## src/rtl/serial_to_parallel.sv

```systemverilog
// Receive side of the MRAM serial link: assembles an MSB-first bitstream into a
// 16-bit word (full, lower-byte or upper-byte frames) behind a valid/ack handshake.
module serial_to_parallel #(
    parameter int unsigned TIMEOUT_CYCLES = 256
) (
    input  logic        clk,
    input  logic        rst,
    input  logic        en,
    input  logic        start,
    input  logic [1:0]  word_sel,
    input  logic        serial_in,
    input  logic        bit_valid,
    input  logic        word_ack,
    output logic [15:0] data_out,
    output logic        word_valid,
    output logic        busy,
    output logic [4:0]  bit_count,
    output logic        frame_err
);

    localparam int unsigned TW = (TIMEOUT_CYCLES < 2) ? 1 : $clog2(TIMEOUT_CYCLES);
    localparam logic [TW-1:0] TO_LAST = TW'((TIMEOUT_CYCLES == 0) ? 0 : TIMEOUT_CYCLES - 1);

    typedef enum logic [1:0] {
        S_IDLE = 2'd0,
        S_RECV = 2'd1,
        S_DONE = 2'd2
    } state_t;

    state_t        state_q, state_d;
    logic [1:0]    sel_q, sel_d;
    logic [15:0]   shift_q, shift_d;
    logic [4:0]    cnt_q, cnt_d;
    logic [15:0]   data_q, data_d;
    logic          valid_q, valid_d;
    logic          err_q, err_d;
    logic [TW-1:0] idle_q, idle_d;

    logic [4:0]    target;
    logic [4:0]    cnt_inc;
    logic [15:0]   shift_in;

    function automatic logic sel_ok(input logic [1:0] s);
        return s != 2'b00;
    endfunction

    assign target   = (sel_q == 2'b11) ? 5'd16 : 5'd8;
    assign cnt_inc  = cnt_q + 5'd1;
    assign shift_in = {shift_q[14:0], serial_in};

    always_comb begin
        state_d = state_q;
        sel_d   = sel_q;
        shift_d = shift_q;
        cnt_d   = cnt_q;
        data_d  = data_q;
        valid_d = valid_q;
        idle_d  = idle_q;
        err_d   = 1'b0;

        if (en) begin
            case (state_q)
                S_IDLE: begin
                    cnt_d  = '0;
                    idle_d = '0;
                    if (start) begin
                        if (sel_ok(word_sel)) begin
                            sel_d   = word_sel;
                            shift_d = '0;
                            state_d = S_RECV;
                        end else begin
                            err_d = 1'b1;
                        end
                    end
                end

                S_RECV: begin
                    if (start) begin
                        // restart discards the partial frame; an invalid select aborts to IDLE
                        err_d   = 1'b1;
                        shift_d = '0;
                        cnt_d   = '0;
                        idle_d  = '0;
                        if (sel_ok(word_sel)) begin
                            sel_d   = word_sel;
                            state_d = S_RECV;
                        end else begin
                            state_d = S_IDLE;
                        end
                    end else if (bit_valid) begin
                        shift_d = shift_in;
                        cnt_d   = cnt_inc;
                        idle_d  = '0;
                        if (cnt_inc == target) begin
                            state_d = S_DONE;
                            valid_d = 1'b1;
                            case (sel_q)
                                2'b01:   data_d = {data_q[15:8], shift_in[7:0]};
                                2'b10:   data_d = {shift_in[7:0], data_q[7:0]};
                                default: data_d = shift_in;
                            endcase
                        end
                    end else if (TIMEOUT_CYCLES != 0 && idle_q == TO_LAST) begin
                        err_d   = 1'b1;
                        state_d = S_IDLE;
                        cnt_d   = '0;
                        idle_d  = '0;
                    end else begin
                        idle_d = idle_q + 1'b1;
                    end
                end

                S_DONE: begin
                    if (bit_valid) begin
                        err_d = 1'b1;
                    end
                    if (word_ack) begin
                        valid_d = 1'b0;
                        cnt_d   = '0;
                        idle_d  = '0;
                        state_d = S_IDLE;
                        if (start) begin
                            if (sel_ok(word_sel)) begin
                                sel_d   = word_sel;
                                shift_d = '0;
                                state_d = S_RECV;
                            end else begin
                                err_d = 1'b1;
                            end
                        end
                    end else if (start) begin
                        err_d = 1'b1;
                    end
                end

                default: begin
                    state_d = S_IDLE;
                    valid_d = 1'b0;
                    cnt_d   = '0;
                    idle_d  = '0;
                end
            endcase
        end
    end

    always_ff @(posedge clk) begin
        if (rst) begin
            state_q <= S_IDLE;
            sel_q   <= '0;
            shift_q <= '0;
            cnt_q   <= '0;
            data_q  <= '0;
            valid_q <= 1'b0;
            err_q   <= 1'b0;
            idle_q  <= '0;
        end else begin
            state_q <= state_d;
            sel_q   <= sel_d;
            shift_q <= shift_d;
            cnt_q   <= cnt_d;
            data_q  <= data_d;
            valid_q <= valid_d;
            err_q   <= err_d;
            idle_q  <= idle_d;
        end
    end

    assign data_out   = data_q;
    assign word_valid = valid_q;
    assign busy       = (state_q != S_IDLE);
    assign bit_count  = cnt_q;
    assign frame_err  = err_q & en;

endmodule
```

## config.mk

```make
export PLATFORM = sky130hd
export DESIGN_NAME = serial_to_parallel
export DESIGN_NICKNAME = d
export VERILOG_FILES = /design/src/rtl/serial_to_parallel.sv
export SDC_FILE = /design/constraint.sdc
export NUM_CORES = 1
export LEC_CHECK = 0
export BUFFER_PORTS_ARGS = -buffer_cell sky130_fd_sc_hd__buf_2
export CAP_MARGIN = 20
export CORE_ASPECT_RATIO = 0.8
export CORE_MARGIN = 2
export CORE_UTILIZATION = 50
export DETAILED_ROUTE_END_ITERATION = 16
export PLACE_DENSITY = 0.7
export SYNTH_ARGS = -nofsm -noshare
export SYNTH_HDL_FRONTEND = slang
export SYNTH_SLANG_ARGS = --single-unit
```

## constraint.sdc

```tcl
create_clock -name clk -period 2.93 [get_ports clk]
set_input_delay 0.293 -clock clk [delete_from_list [all_inputs] [get_ports clk]]
set_output_delay 0.293 -clock clk [all_outputs]
set_load 0.1 [all_outputs]
```

# Word level (Yosys, flattened, before mapping)
# Index checks and enable logic that the tools add are counted.
# W data, S select, Z words.
[word_totals]
ff_bits = 51
in_bits = 9
out_inout_bits = 24
word_cells = 96
[op_classes]
addsub = 2
n_eq_ne = 16
mux = 48
bitwise = 6
reduce_logical = 15
[ops]
columns = ["cell", "count"]
rows = [
  ["$mux W16", 5],
  ["$pmux W16 S3", 1],
  ["$mux W8", 4],
  ["$pmux W16 S2", 1],
  ["$mux W5", 5],
  ["$reduce_and A6 Y1", 4],
  ["$mux W2", 11],
  ["$pmux W8 S2", 1],
  ["$mux W1", 15],
  ["$ne A2 B2 Y1 const B", 6],
  ["$pmux W5 S2", 1],
  ["$add A8 B1 Y8 const B", 1],
  ["$eq A8 B8 Y1 const B", 1],
  ["$ne A4 B4 Y1 const B", 2],
  ["$eq A2 B2 Y1 const B", 3],
  ["$pmux W1 S3", 2],
  ["$pmux W2 S3", 1],
  ["$reduce_and A3 Y1", 2],
  ["$reduce_bool A2 Y1", 3],
  ["$add A5 B1 Y5 const B", 1],
  ["$eq A5 B5 Y1", 1],
  ["$not A1 Y1", 5],
  ["$eq A2 B1 Y1 const B", 2],
  ["$pmux W2 S2", 1],
  ["7 further kinds", 8],
]

# Longest topological paths before layout
[depth]
ltp_word = 7
depth_mapped = 8

# Worst setup path before layout
# Ideal clock, no wire load.
[synth_path]
path_type = "reg2reg"
start = "reg cnt_q[0], in the netlist bit_count[0]"
end = "reg data_q[10], in the netlist data_out[10]"
setup_ns = 0.121
arrival_ns = 2.490
slack_ns = 0.320
stages_incl_launch_ff = 8
path_buffers = 1
path_cell_list = "dfxtp_1 > ha_1 > buf_6 > and4b_1 > a21oi_1 > o211ai_4 > nand4b_4 > mux2_2"
[synth_between]
elab_chain_len = 3
[synth_rtl]
columns = ["item", "line", "rtl"]
rows = [
  ["from (decl)", "33", "logic [4:0] cnt_q, cnt_d;"],
  ["from (signal assigned)", "160", "cnt_q <= cnt_d;"],
  ["$add A5 B1 Y5", "48", "assign cnt_inc = cnt_q + 5'd1;"],
  ["$eq A5 B5 Y1", "94", "if (cnt_inc == target) begin"],
  ["$reduce_and A6 Y1 (no line)", "-", ""],
  ["to (signal assigned)", "161", "data_q <= data_d;"],
  ["to (decl)", "34", "logic [15:0] data_q, data_d;"],
]
# No other way between the ends.
# A chain may end at the register's enable or synchronous reset.

# Worst setup path in the final report
[layout_path]
start = "reg cnt_q[0], in the netlist bit_count[0]"
end = "reg data_q[7], in the netlist data_out[7]"
# Same word-level chain as after synthesis.

==> run_results.csv <==
group,metric,value,unit
status,status,"completed",
place,globalplace.congestion,0.8630,
finish,regArea,1001,sq um
place,hpwl,3.713,mm
route,ant_nets,0,
pwr,irDropWorstVdd,269.9,uV
sta,max_slew_margin,48.04,%
clock_tree,cts_made_buffers,5,
worst_setup_path,startpoint_type,"register",
floorplanning,fp-row-count,23,
hold_path,hp-class,"in2reg",
route,wl_per_cell,13.99,um
finish,area_growth,9.538,%
sta,tightest_slew,0.7794,ns
clock_tree,clk_latency,0.31,ns
worst_setup_path,crit_type,"reg2reg",
yosys,yosysWarnings,0,
worst_setup_path,required,3.15,ns
global_routing,grt_antenna_before_repair,0,
sta,setup-tns-final,0,ns
worst_setup_path,arrival,2.65,ns
yosys,ys_seq_elements,50,
yosys,synth_nets,314,
floorplanning,die_h,68.14,um
yosys,synth_area,2571,sq um
pwr,p_leak,1.172,nW
clock_tree,htreeDepth,2,
sta,period_minus_slack,2.428,ns
place,io_buffers,32,
pwr,p_per_area,452.2,nW/um^2
route,drtIter0Drc,129,
finish,multi_input_area,1439,sq um
worst_setup_path,crit_fanout,9,
finish,antenna_cells,0,
flow_run,maxCapViolations,0,
sta,hold_viol,0,
sta,hold_ws,0.2567,ns
yosys,synth_cell_type_count,53,
global_routing,gr-total-overflow,0,
route,first_pass_iters,4,
clock_tree,root_buffer,"clkbuf_8",
sta,fin_worst_skew,0.008334,ns
route,vias,2122,
finish,fill_cells,464,
yosys,syn_inst,299,
floorplanning,die_x,84.18,um
clock_tree,cts_tree,"yes",
floorplanning,dieArea,5736,sq um
clock_tree,cts_resized,0,
global_routing,grt_pass1_vias,1915,
route,drc,0,
floorplanning,ios,33,
sta,fin_crit_sh,82.86,%
global_routing,grt_util_all_layers,19.84,%
sta,fmax,411.9,MHz
clock_tree,cts_setup_buffers,0,
sta,setup_ws,0.5022,ns
yosys,async_flop_share,0,%
route,vias_per_cell,5.555,
yosys,yosysSeqAreaShare,38.93,%
floorplanning,coreArea,4979,sq um
place,pre_cts_slack,0.5257,ns
sta,finalSetupViolations,0,
finish,final_cell_area,2816,sq um
finish,nets,334,
sta,drv_slew,0,
yosys,synth_area_per_cell,8.599,sq um
floorplanning,initial_core_util,51.65,%
yosys,ys.flop_type,"dfxtp_1",
sta,rsz0062_at_grt,"false",
finish,drive_gt1_share,19.38,%
clock_tree,cts.sinks,50,
clock_tree,cts_hold_buf,0,
clock_tree,clock_path_buffers,2,
worst_setup_path,end_kind,"register",
route,wirelength,5.343,mm
global_routing,grt_first_pass_wirelength,9.121,mm
place,dpl_cell_area,2708,sq um
global_routing,grt_max_degree,48,
yosys,synth_edf_count,0,
clock_tree,clk_pin_slew_worst_paths,0.09,ns
worst paths after layout:
check                    start  slack [ns]  cells past startpoint     endpoint
setup / recovery  bit_count[0]        0.50                      6  data_out[7]
hold / removal       serial_in        0.26                      3  data_out[0]
setup reg to reg  bit_count[0]        0.50                      6  data_out[7]
hold reg to reg    shift_q[14]        0.46                      2  shift_q[14]
final cells by class:
class                      count  share of cell area [%]
tap                           62                   2.754
multi-input combinational    224                   51.09
timing repair buffer          34                   6.219
inverter                       4                  0.5331
clock inverter                 3                   1.422
sequential                    50                   35.54
clock buffer                   5                   2.443
state kept, by name, summed over array words and instances (netlist names):
register,cells
state_q,2
word_valid,1
bit_count,5
data_out,16
err_q,1
shift_q,15
idle_q,8
sel_q,2
synthesized netlist by cell type, types with 2 or more instances:
library cell / instances / area [sq um]
nand4_1: 4 / 25.02
o21ai_0: 3 / 15.01
dfxtp_1: 50 / 1001
ha_1: 6 / 75.07
xnor2_1: 4 / 35.03
a311oi_1: 2 / 17.52
buf_2: 3 / 15.01
and3_1: 2 / 12.51
clkbuf_1: 10 / 37.54
a41oi_1: 2 / 17.52
mux2i_1: 10 / 100.1
inv_1: 3 / 11.26
nor2b_1: 10 / 62.56
o211a_1: 2 / 20.02
nand2b_1: 9 / 56.30
mux2_2: 7 / 78.83
a211oi_1: 3 / 22.52
buf_4: 5 / 37.54
a31oi_1: 2 / 12.51
o31a_1: 2 / 17.52
xor2_1: 3 / 26.28
buf_6: 2 / 22.52
nor3_1: 6 / 30.03
nor2_1: 32 / 120.1
and4b_1: 2 / 20.02
a21oi_1: 30 / 150.1
nand2_1: 42 / 157.7
nand3_1: 18 / 90.09
power by group:
part           switching (W)  internal [W]  leakage [nW]  total (W)
registers         0.00000633      0.000683         0.403   0.000689
logic              0.0000715     0.0000280         0.711  0.0000994
clock network       0.000234      0.000252        0.0579   0.000485
total               0.000311      0.000962          1.17    0.00127
through the flow:
stage	util [%]	total power [W]	std cells
CTS	56.57	0.001282	382
floorplan	-	0.0007833	299
global route	56.57	0.001315	382
global placement	54.39	0.0008037	374
detailed placement	54.39	0.0008039	374
finish	56.57	0.001274	382
worst max-delay path, cell delays in order (launching register included):
cell,delay [ns]
dfxtp_1,0.52
ha_1,0.39
nor2b_1,0.17
a21oi_1,0.10
o211ai_4,0.27
nand4b_1,0.53
mux2i_1,0.34
cells in the final DEF (no fill, tap or decap), types with 4 or more instances in the layout:
cell / n
dfxtp_1: 50
ha_1: 6
a21oi_1: 30
nor2b_1: 10
nand3_1: 18
clkbuf_8: 5
nor2_1: 32
nand2_1: 42
mux2i_1: 10
xnor2_1: 4
nand4_1: 4
nand2b_1: 9
buf_2: 32
mux2_2: 7
nor3_1: 6
layer usage:
metal / vias to the layer above / wire length, um / track usage, %
li1: 1080 / - / -
met1: 985 / 2595 / 27.72
met2: 50 / 2381 / 31.15
met3: 7 / 312 / 4.343
met4: 0 / 54 / 5.645
met5: - / 0 / 0
cells by family (layout without fill, tap and decap cells):
| family | count (synthesis) | after routing | synth area share (%) |
|---|---|---|---|
| adder cells (fa/ha/maj) | 6 | 6 | 2.920 |
| buffers and inverters | 25 | 46 | 5.109 |
| AO/OA/AOI/OAI | 58 | 58 | 16.89 |
| flip-flops | 50 | 50 | 38.93 |
| AND/OR/NAND/NOR | 135 | 135 | 26.38 |
| XOR/XNOR | 7 | 7 | 2.384 |
| multiplexers | 18 | 18 | 7.397 |
(Power assumes the default switching activity.)
